--- src/rtl/brain_cmd_tx_if.sv ---
// Handshake and byte-bus bundle between the control front end, brain_cmd_tx and brain.
interface brain_cmd_tx_if;
    logic        i_valid;
    logic        o_ready;
    logic        i_osc_sel;
    logic [1:0]  i_param;
    logic [23:0] i_value;
    logic [7:0]  o_data;
    logic        o_data_load;
    logic        o_busy;
    logic        o_done;

    // Requester side: issues updates and watches the byte stream.
    modport master (
        output i_valid,
        output i_osc_sel,
        output i_param,
        output i_value,
        input  o_ready,
        input  o_data,
        input  o_data_load,
        input  o_busy,
        input  o_done
    );

    // Transmitter side.
    modport slave (
        input  i_valid,
        input  i_osc_sel,
        input  i_param,
        input  i_value,
        output o_ready,
        output o_data,
        output o_data_load,
        output o_busy,
        output o_done
    );
endinterface

--- src/rtl/brain_cmd_tx.sv ---
// Serialises one parameter update into the brain byte protocol:
// command byte, little-endian data bytes, then 0xFF, each byte strobed
// for LOAD_CYCLES clocks followed by a GAP_CYCLES idle gap.
module brain_cmd_tx #(
    parameter int unsigned LOAD_CYCLES = 5,
    parameter int unsigned GAP_CYCLES  = 5
) (
    input logic           i_clk,
    input logic           i_rst,
    brain_cmd_tx_if.slave bus
);

    typedef enum logic [1:0] {StIdle, StLoad, StGap} state_e;

    localparam logic [7:0] LoadLast = 8'(LOAD_CYCLES - 1);
    localparam logic [7:0] GapLast  = 8'(GAP_CYCLES - 1);

    state_e      state_q, state_d;
    logic [7:0]  cnt_q, cnt_d;
    logic [2:0]  idx_q, idx_d;
    logic [7:0]  data_q, data_d;
    logic        done_q, done_d;
    logic [1:0]  param_q, param_d;
    logic [23:0] value_q, value_d;

    logic [7:0]  cmd_in;
    logic [2:0]  last_idx;
    logic [2:0]  nxt_idx;
    logic [7:0]  nxt_byte;

    // Command byte built straight from the inputs so it is ready on the accept edge.
    assign cmd_in  = {3'b000, bus.i_osc_sel, 4'(bus.i_param) + 4'd1};
    assign nxt_idx = idx_q + 3'd1;

    // Index of the terminator byte: data byte count plus one.
    always_comb begin
        unique case (param_q)
            2'd0:    last_idx = 3'd2;
            2'd1:    last_idx = 3'd4;
            default: last_idx = 3'd3;
        endcase
    end

    // Byte sent at the following index: data bytes LSB first, then the terminator.
    always_comb begin
        nxt_byte = 8'hFF;
        if (nxt_idx != last_idx) begin
            unique case (nxt_idx)
                3'd1:    nxt_byte = value_q[7:0];
                3'd2:    nxt_byte = value_q[15:8];
                default: nxt_byte = value_q[23:16];
            endcase
        end
    end

    // Next-state logic for the frame sequencer.
    always_comb begin
        state_d = state_q;
        cnt_d   = cnt_q;
        idx_d   = idx_q;
        data_d  = data_q;
        done_d  = 1'b0;
        param_d = param_q;
        value_d = value_q;
        case (state_q)
            StIdle: begin
                if (bus.i_valid) begin
                    state_d = StLoad;
                    cnt_d   = 8'd0;
                    idx_d   = 3'd0;
                    param_d = bus.i_param;
                    value_d = bus.i_value;
                    data_d  = cmd_in;
                end
            end
            StLoad: begin
                if (cnt_q == LoadLast) begin
                    state_d = StGap;
                    cnt_d   = 8'd0;
                end else begin
                    cnt_d = cnt_q + 8'd1;
                end
            end
            StGap: begin
                if (cnt_q == GapLast) begin
                    cnt_d = 8'd0;
                    if (idx_q == last_idx) begin
                        state_d = StIdle;
                        done_d  = 1'b1;
                    end else begin
                        state_d = StLoad;
                        idx_d   = nxt_idx;
                        data_d  = nxt_byte;
                    end
                end else begin
                    cnt_d = cnt_q + 8'd1;
                end
            end
            default: state_d = StIdle;
        endcase
    end

    // State and datapath registers; reset abandons any partial frame.
    always_ff @(posedge i_clk or posedge i_rst) begin
        if (i_rst) begin
            state_q <= StIdle;
            cnt_q   <= 8'd0;
            idx_q   <= 3'd0;
            data_q  <= 8'd0;
            done_q  <= 1'b0;
            param_q <= 2'd0;
            value_q <= 24'd0;
        end else begin
            state_q <= state_d;
            cnt_q   <= cnt_d;
            idx_q   <= idx_d;
            data_q  <= data_d;
            done_q  <= done_d;
            param_q <= param_d;
            value_q <= value_d;
        end
    end

    assign bus.o_data      = data_q;
    assign bus.o_data_load = (state_q == StLoad);
    assign bus.o_busy      = (state_q != StIdle);
    assign bus.o_ready     = (state_q == StIdle) && !i_rst;
    assign bus.o_done      = done_q;

endmodule

--- src/flat_wrapper.sv ---
// flat-port wrapper written by rule: the top's interface ports become plain ports
module brain_cmd_tx_flat 
#(
    parameter int unsigned LOAD_CYCLES = 5,
    parameter int unsigned GAP_CYCLES  = 5
)
  (i_clk, i_rst, bus_i_valid, bus_i_osc_sel, bus_i_param, bus_i_value, bus_o_ready, bus_o_data, bus_o_data_load, bus_o_busy, bus_o_done);
  brain_cmd_tx_if bus_i ();
  input logic i_clk;
  input logic i_rst;
  input wire logic [$bits(bus_i.i_valid)-1:0] bus_i_valid;
  input wire logic [$bits(bus_i.i_osc_sel)-1:0] bus_i_osc_sel;
  input wire logic [$bits(bus_i.i_param)-1:0] bus_i_param;
  input wire logic [$bits(bus_i.i_value)-1:0] bus_i_value;
  output wire logic [$bits(bus_i.o_ready)-1:0] bus_o_ready;
  output wire logic [$bits(bus_i.o_data)-1:0] bus_o_data;
  output wire logic [$bits(bus_i.o_data_load)-1:0] bus_o_data_load;
  output wire logic [$bits(bus_i.o_busy)-1:0] bus_o_busy;
  output wire logic [$bits(bus_i.o_done)-1:0] bus_o_done;
  assign bus_i.i_valid = bus_i_valid;
  assign bus_i.i_osc_sel = bus_i_osc_sel;
  assign bus_i.i_param = bus_i_param;
  assign bus_i.i_value = bus_i_value;
  assign bus_o_ready = bus_i.o_ready;
  assign bus_o_data = bus_i.o_data;
  assign bus_o_data_load = bus_i.o_data_load;
  assign bus_o_busy = bus_i.o_busy;
  assign bus_o_done = bus_i.o_done;
  brain_cmd_tx #(.LOAD_CYCLES(LOAD_CYCLES), .GAP_CYCLES(GAP_CYCLES)) u_core (.i_clk(i_clk), .i_rst(i_rst), .bus(bus_i));
endmodule
--- config.mk ---
export PLATFORM = sky130hd
export DESIGN_NAME = brain_cmd_tx_flat
export DESIGN_NICKNAME = d
export VERILOG_FILES = /design/src/rtl/brain_cmd_tx_if.sv /design/src/rtl/brain_cmd_tx.sv /design/src/flat_wrapper.sv
export SDC_FILE = /design/constraint.sdc
export NUM_CORES = 1
export LEC_CHECK = 0
export ABC_AREA = 0
export CORE_MARGIN = 5
export CORE_UTILIZATION = 47
export DETAILED_ROUTE_END_ITERATION = 16
export GPL_TIMING_DRIVEN = 0
export PLACE_DENSITY = 0.74
export SLEW_MARGIN = 20
export SYNTH_ARGS = -nofsm -noshare
export SYNTH_HDL_FRONTEND = slang
export SYNTH_SLANG_ARGS = --single-unit
--- constraint.sdc ---
create_clock -name i_clk -period 1.9 [get_ports i_clk]
set_input_delay 0.19 -clock i_clk [delete_from_list [all_inputs] [get_ports i_clk]]
set_output_delay 0.19 -clock i_clk [all_outputs]
set_load 0.005 [all_outputs]
==> flow_summary.yaml <==
outcome:
  run_status: "finished with violations"
  violations: "negative setup slack"
timing:
  worst_pin_slew_ps: 618
  setup_ws_ps: -120
  skew_ps: 3.85
  hold_viol: 0
  post-route-period-util: 1.06
  rsz0062_at_grt: "true"
  fmax_mhz: 495
  whs_ps: 300
  relSlewSlack: 0.588
  fin_crit_ps: 2020
  slew_viol_final: 0
  setup_viol: 8
place:
  place_ws_ps: -356
  dp_hpwl_um: 3700
  io_buffers: 41
  place_inst: 310
  postPlaceCellArea_um2: 2950
  gp_congestion: 0.782
worst_setup_path:
  cp_slowest_cell: "dfrtp_2"
  timing.reg2reg.setup_slack_ps: -120
  path_class: "flop to flop"
  max_stage_delay_ps: 450
  path_cells: "or3_4 -> a211oi_4 -> nor4b_4 -> a31oi_2 -> buf_6 -> mux2_4"
  reg2reg_to: "u_core.bus.o_data[1]$_DFFE_PP0P_"
  cp-end-kind: "flop"
  worstPathRequired_ps: 2090
  crit_fanout: 7
  start_kind: "flop"
  crit_arrival_ps: 2210
  reg2reg_depth: 6
  r2r-start: "u_core.idx_q[0]$_DFFE_PP0P_"
synth:
  netlist_area_um2: 2420
  synth-edff-count: 0
  ys_ff_latch: 48
  syn_inst: 198
  synth-async-reset-ratio: 1.00
  synth.distinct_cells: 40
  yosysTopAreaCell: "dfrtp_1"
  avgSynthCellArea_um2: 12.2
  yosysTopAreaCellShare: 0.496
  syn_nets: 238
  synth_warnings: 0
  synth_area_leaders: "dfrtp_1 50%, mux2_2 13%, ha_1 5.2%, a22o_1 4.7%, nor2_1 2.2%"
  synth-seq-area-share: 0.496
  synthFlopType: "dfrtp_1"
power:
  clock_power_share: 0.163
  intPower_mw: 2.71
  leakage_nw: 1.43
  netSwitchingFraction: 0.317
  seqPwrFrac: 0.407
  p_sw_mw: 1.26
  ir_worst_vdd_mv: 0.633
  combPwrFrac: 0.430
  powerDensity_nw_per_um2: 1200
cts:
  clk_path_buf_depth: 2
  cts-buffers-inserted: 5
  cts.sinks: 48
  insertion_delay_ps: 300
  clkSlewWorstSetupHoldPaths_ps: 90
  htree_levels: 2
  root_buffer: "clkbuf_8"
  cts_tree: "yes"
layout:
  drive_above_1_share: 0.336
  final-instance-count-excl-fill: 332
  finalNetCount: 301
  final_common_cell: "dfrtp_1"
  antenna_cells: 0
  final_cell_mix: "47 x dfrtp_1, 40 x clkdlybuf4s50_1, 27 x mux2_2"
  area_growth_pct: 36.1
  final_util: 0.653
  fin_area_um2: 3290
min_path:
  hold_class: "input port to async pin"
route:
  drt-initial-drc-count: 118
  drt-total-wl_um: 5270
  drc: 0
  vias: 1795
  dr.pass1.iters: 4
  vias_per_cell: 5.41
  wl_per_cell_um: 15.9
  antenna_left: 0
grt:
  grt_pass1_vias: 1867
  grt_pass1_wl_um: 9140
  antenna_found_initial: 0
  grt_max_degree: 28
  grtUsageMet1: 0.239
  grt_overflow: 0
  grt.busiest_layer: "met2"
  gr-usage-all-layers: 0.179
  use_met2: 0.288
  grt_util_met3: 0.0307
floorplanning:
  io_pins: 42
  initial_core_util: 0.480
  row_count: 26
  core_um2: 5040
  die_y_um: 81.8
  fp.dieArea_um2: 6690
  die_w_um: 81.8
run:
  maxCapViolCount: 0
==> flip-flops by register name (all words and copies together), names as in the netlist <==
signal             flops
u_core.state_q         2
u_core.value_q        24
u_core.bus.o_data      8
u_core.bus.o_done      1
u_core.idx_q           3
u_core.param_q         2
u_core.cnt_q           8
==> worst max-delay path, delay by kind of cell, from the launching register on <==
kind                   cells  cell delay, ps
AND/OR/NAND/NOR            2             480
multiplexers               1             300
buffers and inverters      1             170
AO/OA/AOI/OAI              2             500
flip-flops                 1             450
==> kinds of logic (layout without fill, tap and decap cells) <==
family | count (synthesis) | after routing | synth area share
adders and majority gates | 10 | 10 | 0.0517
xor gates and xnor gates | 7 | 7 | 0.0253
AOI/OAI and AO/OA | 43 | 43 | 0.138
buffers and inverters | 16 | 80 | 0.0279
and+or+nand+nor | 43 | 43 | 0.112
muxes | 31 | 31 | 0.149
DFF | 48 | 48 | 0.496
==> layer usage <==
layer	vias to the layer above	routed length, um
li1	846	-
met1	893	2370
met2	48	2580
met3	8	236
met4	0	81
met5	-	0
==> power groups by stage <==
stage,combinational [mW],sequential [mW],clock [mW]
floorplan,1.05,1.57,0
global placement,1.43,1.61,0
detailed placement,1.47,1.63,0
CTS,1.60,1.60,0.668
global route,1.86,1.66,0.714
finish,1.71,1.61,0.647
==> final cells by class <==
type                       count  area [um^2]
inverter                       9         33.8
clock buffer                   6         82.6
clock inverter                 2         13.8
sequential                    48         1200
fill                         410         1750
tap                           70         87.6
timing repair buffer          58          564
multi-input combinational    134         1270
buffer                         5         38.8
==> repair_timing <==
item                                    in CTS  in global routing
setup buffers                                9                  8
pin swaps                                    8                  2
hold buffers                                 0                  0
resized for setup                           19                 12
endpoints found under the setup margin      36                 38
==> stage by stage <==
stage | TNS [ps] | total power [mW]
floorplan | -237 | 2.62
global placement | -26440 | 3.04
detailed placement | -5770 | 3.10
CTS | -362 | 3.88
global route | -1140 | 4.23
finish | -483 | 3.97
==> synth_stat cells (all sizes together) (2+ instances only) <==
cell    instances
nand2           7
nand4           3
buf             3
a22o           13
nor3b           2
a221o           4
mux2           31
and3            3
nor2b           4
nor4b           3
nand2b          2
a31oi           5
nor2           14
xnor2           4
a21oi           4
inv             9
o21ai           6
a22oi           4
clkbuf          4
ha             10
nor3            2
xor2            3
dfrtp          48
==> how the worst max path moves through the flow <==
stage	end	start	cells after the start	slack, ps
5_1_grt	u_core.bus.o_data[1]$_DFFE_PP0P_	u_core.idx_q[0]$_DFFE_PP0P_	6	-190
6_report	u_core.bus.o_data[1]$_DFFE_PP0P_	u_core.idx_q[0]$_DFFE_PP0P_	6	-120
3_3_place_gp	u_core.idx_q[0]$_DFFE_PP0P_	i_rst	2	-590
2_1_floorplan	u_core.bus.o_data[0]$_DFFE_PP0P_	u_core.cnt_q[0]$_DFFE_PP0P_	8	-70
4_1_cts	u_core.bus.o_data[1]$_DFFE_PP0P_	u_core.idx_q[0]$_DFFE_PP0P_	6	-110
3_5_place_dp	u_core.bus.o_data[4]$_DFFE_PP0P_	u_core.idx_q[0]$_DFFE_PP0P_	7	-360
Power figures use the tool's default switching activity.
